$ cat src/rtl/crack_pkg.sv
// Shared types and helpers for the crack-core arbiter.
// Holds the arbiter state enum, bus widths and the winner priority encoder.
package crack_pkg;

  localparam int KEY_W  = 24;
  localparam int ADDR_W = 8;
  localparam int BYTE_W = 8;

  typedef enum logic [2:0] {
    IDLE,
    LAUNCH,
    ARM,
    WAIT,
    COPY,
    DONE_FOUND,
    DONE_NONE
  } arb_state_t;

  // Lowest set bit wins; scanned high to low so the last hit is the lowest.
  function automatic logic [1:0] first_set(input logic [3:0] v);
    first_set = 2'd0;
    for (int i = 3; i >= 0; i--) begin
      if (v[i]) first_set = 2'(i);
    end
  endfunction

endpackage

$ cat src/rtl/pt_copier.sv
// Copies a length-prefixed plaintext from the winning core into the result
// memory. Ports: clk, rst, start (pulse), src_rddata in; src_addr, dst_addr,
// dst_wrdata, dst_wren, done out. Source reads have one cycle of latency.
module pt_copier
  import crack_pkg::*;
(
  input  logic              clk,
  input  logic              rst,
  input  logic              start,
  input  logic [BYTE_W-1:0] src_rddata,
  output logic [ADDR_W-1:0] src_addr,
  output logic [ADDR_W-1:0] dst_addr,
  output logic [BYTE_W-1:0] dst_wrdata,
  output logic              dst_wren,
  output logic              done
);

  logic              busy;
  // One bit wider than the address so a 255-byte payload cannot wrap.
  logic [ADDR_W:0]   rd;
  logic [BYTE_W-1:0] len_q;
  logic [BYTE_W-1:0] len;

  assign src_addr   = rd[ADDR_W-1:0];
  assign dst_wren   = busy && (rd != '0);
  assign dst_addr   = dst_wren ? rd[ADDR_W-1:0] - ADDR_W'(1) : '0;
  assign dst_wrdata = src_rddata;

  // The length byte is in flight on the first write; use it directly.
  assign len  = (rd == (ADDR_W+1)'(1)) ? src_rddata : len_q;
  assign done = dst_wren && (rd == {1'b0, len} + (ADDR_W+1)'(1));

  always_ff @(posedge clk) begin
    if (rst) begin
      busy  <= 1'b0;
      rd    <= '0;
      len_q <= '0;
    end else if (start) begin
      busy <= 1'b1;
      rd   <= '0;
    end else if (busy) begin
      if (rd == (ADDR_W+1)'(1)) len_q <= src_rddata;
      if (done) begin
        busy <= 1'b0;
        rd   <= '0;
      end else begin
        rd <= rd + (ADDR_W+1)'(1);
      end
    end
  end

endmodule

$ cat src/rtl/crack_arbiter.sv
// Arbiter over N_CORES crack cores: broadcast start, pick the first
// (lowest-index) core reporting a key, latch it and copy its plaintext out.
// Ports: clk, rst, en/rdy/key/key_valid (top side), core_* (core side),
// pt_addr/pt_wrdata/pt_wren (result memory). Optional macro
// CRACK_ARB_TIMEOUT_EN adds a WAIT timeout and the timed_out output.
module crack_arbiter
  import crack_pkg::*;
#(
  parameter int N_CORES = 2,
  parameter int KEY_W   = 24
`ifdef CRACK_ARB_TIMEOUT_EN
  ,
  parameter logic [31:0] TIMEOUT_CYC = 32'hFFFF_FFFF
`endif
) (
  input  logic                       clk,
  input  logic                       rst,
  input  logic                       en,
  output logic                       rdy,
  output logic [KEY_W-1:0]           key,
  output logic                       key_valid,
  output logic                       core_en,
  input  logic [N_CORES-1:0]         core_rdy,
  input  logic [N_CORES*KEY_W-1:0]   core_key,
  input  logic [N_CORES-1:0]         core_key_valid,
  output logic [ADDR_W-1:0]          core_pt_addr,
  input  logic [N_CORES*BYTE_W-1:0]  core_pt_rddata,
  output logic [ADDR_W-1:0]          pt_addr,
  output logic [BYTE_W-1:0]          pt_wrdata,
  output logic                       pt_wren
`ifdef CRACK_ARB_TIMEOUT_EN
  ,
  output logic                       timed_out
`endif
);

  localparam int CW = (N_CORES > 1) ? $clog2(N_CORES) : 1;

  if (N_CORES < 1 || N_CORES > 4) begin : g_bad_cores
    $error("crack_arbiter: N_CORES must be 1..4");
  end

  arb_state_t  state;
  logic [CW-1:0] win_idx;
  logic [CW-1:0] win_n;
  logic [3:0]  vpad;
  logic        any_valid;
  logic        all_rdy;
  logic        tmo_hit;
  logic        copy_start;
  logic        copy_done;

  always_comb begin
    vpad = '0;
    vpad[N_CORES-1:0] = core_key_valid;
  end

  assign any_valid  = |core_key_valid;
  assign all_rdy    = &core_rdy;
  assign win_n      = CW'(first_set(vpad));
  assign copy_start = (state == WAIT) && any_valid;

`ifdef CRACK_ARB_TIMEOUT_EN
  logic [31:0] wait_cnt;
  assign tmo_hit = (wait_cnt == TIMEOUT_CYC - 32'd1);
`else
  assign tmo_hit = 1'b0;
`endif

  pt_copier u_copier (
    .clk        (clk),
    .rst        (rst),
    .start      (copy_start),
    .src_rddata (core_pt_rddata[int'(win_idx)*BYTE_W +: BYTE_W]),
    .src_addr   (core_pt_addr),
    .dst_addr   (pt_addr),
    .dst_wrdata (pt_wrdata),
    .dst_wren   (pt_wren),
    .done       (copy_done)
  );

  always_ff @(posedge clk) begin
    if (rst) begin
      state     <= IDLE;
      rdy       <= 1'b1;
      key_valid <= 1'b0;
      key       <= '0;
      core_en   <= 1'b0;
      win_idx   <= '0;
`ifdef CRACK_ARB_TIMEOUT_EN
      wait_cnt  <= '0;
      timed_out <= 1'b0;
`endif
    end else begin
      unique case (state)
        IDLE, DONE_FOUND, DONE_NONE: begin
          if (en) begin
            state     <= LAUNCH;
            rdy       <= 1'b0;
            key_valid <= 1'b0;
            core_en   <= 1'b1;
`ifdef CRACK_ARB_TIMEOUT_EN
            timed_out <= 1'b0;
`endif
          end
        end
        LAUNCH: begin
          state   <= ARM;
          core_en <= 1'b0;
`ifdef CRACK_ARB_TIMEOUT_EN
          wait_cnt <= '0;
`endif
        end
        // Cores still show rdy here while their own rdy falls.
        ARM: state <= WAIT;
        WAIT: begin
`ifdef CRACK_ARB_TIMEOUT_EN
          wait_cnt <= wait_cnt + 32'd1;
`endif
          if (any_valid) begin
            state   <= COPY;
            win_idx <= win_n;
            key     <= core_key[int'(win_n)*KEY_W +: KEY_W];
          end else if (all_rdy || tmo_hit) begin
            state <= DONE_NONE;
            rdy   <= 1'b1;
`ifdef CRACK_ARB_TIMEOUT_EN
            timed_out <= tmo_hit;
`endif
          end
        end
        COPY: begin
          if (copy_done) begin
            state     <= DONE_FOUND;
            rdy       <= 1'b1;
            key_valid <= 1'b1;
          end
        end
        default: state <= IDLE;
      endcase
    end
  end

endmodule

$ cat config.mk
export PLATFORM = sky130hd
export DESIGN_NAME = crack_arbiter
export DESIGN_NICKNAME = d
export VERILOG_FILES = /design/src/rtl/crack_pkg.sv /design/src/rtl/pt_copier.sv /design/src/rtl/crack_arbiter.sv
export SDC_FILE = /design/constraint.sdc
export NUM_CORES = 1
export LEC_CHECK = 0
export BUFFER_PORTS_ARGS = -buffer_cell sky130_fd_sc_hd__clkbuf_2
export CAP_MARGIN = 20
export CORE_AREA = 2 2 92 94
export DETAILED_ROUTE_END_ITERATION = 8
export DIE_AREA = 0 0 94 96
export GPL_TIMING_DRIVEN = 0
export MAX_ROUTING_LAYER = met4
export PLACE_DENSITY_LB_ADDON = 0.25
export SYNTH_ARGS = -nofsm -noshare
export SYNTH_HDL_FRONTEND = slang
export SYNTH_SLANG_ARGS = --single-unit
export TNS_END_PERCENT = 50
$ cat constraint.sdc
create_clock -name clk -period 8.3 [get_ports clk]
set_clock_uncertainty 0.05 [all_clocks]
set_input_delay 1.66 -clock clk [delete_from_list [all_inputs] [get_ports clk]]
set_output_delay 1.66 -clock clk [all_outputs]
set_load 0.02 [all_outputs]
==> results.txt <==
Grouping stages by cell kind, the critical path spends the most delay in simple AND/OR/NAND/NOR gates. The maximum fanout along the worst path is 10. The register area is just under 1000 µm². The largest net degree at the start of global routing came out at 17. The per-instance average area after synthesis is between 8 and 9 µm².

The library cell used most frequently in the layout, excluding fill and tap cells, is sky130_fd_sc_hd__clkbuf_2. The type of destination of the critical path is an output port. At the end of routability-driven placement, the weighted congestion stood at 0.870.

The number of fill cells in the layout came out at between 800 and 900. The initial core utilization is 38.5%. The setup slack of the most critical reg-to-reg path came out at around 4 ns. The post-route antenna net violation count came out at 0. The length of the first detailed-routing pass in iterations is 4.

The final-report hold violation count was 0. The worst path required time came out at 6.59 ns. The fraction of synthesized cell area taken by the top area cell type came out at roughly a third.

The total setup buffers inserted after CTS came out at 0. The aggregate negative setup slack is 0 ns. Setup repair after global routing left no endpoint under its margin. TritonCTS built the clock tree.

The area of the mapped netlist came out at roughly 3100 µm². In the layout the commonest cells are 122 x sky130_fd_sc_hd__clkbuf_2, 49 x sky130_fd_sc_hd__nor2_1, 49 x sky130_fd_sc_hd__dfxtp_1. The number of DRC markers in iteration 0 is about 160.

The post-route netlist has 30.7% of its cells at a drive strength greater than 1. The sequential element share of the synthesized area came out at about a third. The measured slew at the worst slew-check pin came out at 0.825 ns. Once detailed placement completed, the half-perimeter wirelength came to 6700 µm. Port buffering added approximately 120 buffers.

The initial antenna violation count came out at 0. The wire length of the first global-routing pass is 13400 µm. The total nets after synthesis is 454. The cell type of the slowest stage on the worst timing path is sky130_fd_sc_hd__o21ai_1. The routed wire length per instance came out at about 14 µm.

Compared with the post-synthesis result, the final layout area differs by 27.2%. The analysis attributes to cell leakage a power of 1.69 nW. For this run, the number of Yosys warnings is 0.

During I/O placement, the number of pins put on the boundary was between 100 and 150. The cell type with the largest total area after synthesis is sky130_fd_sc_hd__dfxtp_1. The total of flip-flops plus latches after synthesis is 49. In this run the tightest slew margin relative to its limit is between 40% and 50%. The number of gates resized after cts came out at 0. Setup violations remaining at the end of the flow were counted as 0. Walking the worst path, the cells encountered are clkbuf_1 -> inv_1 -> ha_1 -> or4b_2 -> o21ai_1 -> nor2_1 -> clkbuf_2. The run finished with clean final reports. The number of diodes added for antenna fixing came out at 0.

The routed design could run at a clock period as short as ~4.4 ns. The average via count per standard cell came out at 5.17. The wire length after detailed routing came out at slightly above 8000 µm. The number of buffers created by CTS came out at 5. The width of the chip came out at ~94 µm.

For the worst setup path, the data arrival time is between 2 and 3 ns. The post-route DRC violation count came out at 0. The cts-stage hold buffer count came out at 0. The cell count after synthesis is 378. Based on the critical path, the design can be clocked at up to roughly 230 MHz. The floorplan die height came out at 96 µm. Clock tree synthesis selected as its root buffer the cell sky130_fd_sc_hd__clkbuf_8. The post-route total power is a little under 0.6 mW.

For this run, the leading register cell type out of synthesis is sky130_fd_sc_hd__dfxtp_1. After synthesis, the cell types taking the most area are sky130_fd_sc_hd__dfxtp_1 32%, sky130_fd_sc_hd__mux2i_1 11%, sky130_fd_sc_hd__a211oi_1 8.0%, sky130_fd_sc_hd__nor2_1 5.9%, sky130_fd_sc_hd__xnor2_1 4.0%. The longest individual stage delay on the worst path is ~0.6 ns. The standard cell core area is just over 8000 µm². The count of standard-cell rows came out at 33. Summing all multi-input logic gate instances after layout gives ~1900 µm². The via count of the first global-routing pass is about 2.9k.

The maximum vdd drop is roughly 0.083 mV. Counting flops with a built-in enable in the synthesized netlist gives 0. The tightest min-delay check is of the register to register type.

STA classifies the critical path startpoint as a register. The number of H-tree branching levels came out at 2. The critical path contains buffers and inverters numbering 3 combined. After the last flow step, the layout net total stands at 583. For this block, the via count after detailed routing is roughly 3.2k. The share of flip-flops with an asynchronous set or reset after synthesis came out at 0%. The worst-skew pair later-pin latency is approximately 0.30 ns.

The overall die area is between 9000 and 10000 µm². The clock transition time at the flip-flop clock pins of the worst setup and hold paths came out at around 0.090 ns. The number of unique standard cell types used by synthesis is between 50 and 60. The total global-route track usage came out at between 10% and 20%. The total power divided by cell area came out at 146 nW/µm². The portion of the clock cycle consumed by the worst path in the final layout is 53.3%. The total number of clock tree sinks came out at 49. The path type of the worst setup path is register to output port.

The final max-slew violation count came out at 0. The number of max-cap violations came out at 0. The worst-case clock buffer depth is 2. After global routing the overflow that remains totals 0.
==> flip-flops by register name, indices dropped and copies added, names as in the netlist <==
| name | flops |
|---|---|
| core_en | 1 |
| key | 24 |
| key_valid | 1 |
| rdy | 1 |
| state | 3 |
| u_copier.busy | 1 |
| u_copier.len_q | 8 |
| u_copier.rd | 9 |
| win_idx | 1 |
==> path summary, 6_finish.rpt <==
| path | depth (start not counted) | start | to |
|---|---|---|---|
| hold / removal | 2 | key[8]$_SDFFE_PP0P_ | key[8]$_SDFFE_PP0P_ |
| setup / recovery | 7 | u_copier.rd[0]$_SDFFE_PP0P_ | pt_addr[7] |
| hold reg to reg | 2 | key[8]$_SDFFE_PP0P_ | key[8]$_SDFFE_PP0P_ |
| setup reg to reg | 15 | u_copier.rd[1]$_SDFFE_PP0P_ | u_copier.rd[3]$_SDFFE_PP0P_ |
==> cell type report <==
| cell class | count | area share (%) |
|---|---|---|
| clock inverters | 2 | 0.444 |
| inverters | 17 | 1.62 |
| plain buffers | 33 | 4.16 |
| well taps | 105 | 3.33 |
| repair buffers | 122 | 15.5 |
| multi-input cells | 279 | 48.0 |
| flip-flops and latches | 49 | 24.9 |
| clock buffers | 6 | 2.10 |
==> worst min-delay path: cells and delay by family (launching register included) <==
kind            cells  cell delay (ns)
simple gates        1             0.09
compound gates      1             0.05
flops               1             0.32
==> power by group <==
part           internal [mW]  switching, mW
registers              0.252         0.0116
logic                 0.0676         0.0948
clock network         0.0692         0.0822
==> metal layers <==
layer  share of wire, %  routed length (µm)  up-vias  global-route usage [%]
li1                   -                   -     1617                       -
met1                 45                3730     1435                    24.6
met2                 47                3930      103                    31.0
met3                5.9                 488       12                    3.37
met4                1.9                 156        0                    6.28
met5                  0                   0        -                       -
==> cells by family after synthesis <==
kind of cell	count (synthesis)	share of synthesized area (%)
buf+inv	50	7.35
xor+xnor	21	5.93
fa+ha+maj	6	2.34
compound gates	80	17.8
mux	39	13.0
simple gates	133	21.9
flops	49	31.7
==> Yosys cell counts, types with 9 or more instances <==
cell                       count
sky130_fd_sc_hd__nand2_1      22
sky130_fd_sc_hd__nor2_1       49
sky130_fd_sc_hd__clkbuf_1     18
sky130_fd_sc_hd__nor3_1       15
sky130_fd_sc_hd__xnor2_1      14
sky130_fd_sc_hd__inv_1        17
sky130_fd_sc_hd__nand3_1       9
sky130_fd_sc_hd__mux2i_1      33
sky130_fd_sc_hd__dfxtp_1      49
sky130_fd_sc_hd__a21oi_1      12
sky130_fd_sc_hd__a211oi_1     33
==> stage by stage <==
step | instances | setup slack [ns] | hold slack (ns) | cell area [µm²] | util, %
floorplan | 378 | 4.06 | 0.451 | 3100 | -
global placement | 605 | 3.74 | 0.437 | 3840 | 47.7
detailed placement | 605 | 3.74 | 0.444 | 3840 | 47.7
CTS | 613 | 3.89 | 0.457 | 3940 | 49.0
global route | 613 | 3.73 | 0.478 | 3940 | 49.0
finish | 613 | 3.88 | 0.455 | 3940 | 49.0
No activity file was read; power rests on OpenSTA's default activity.
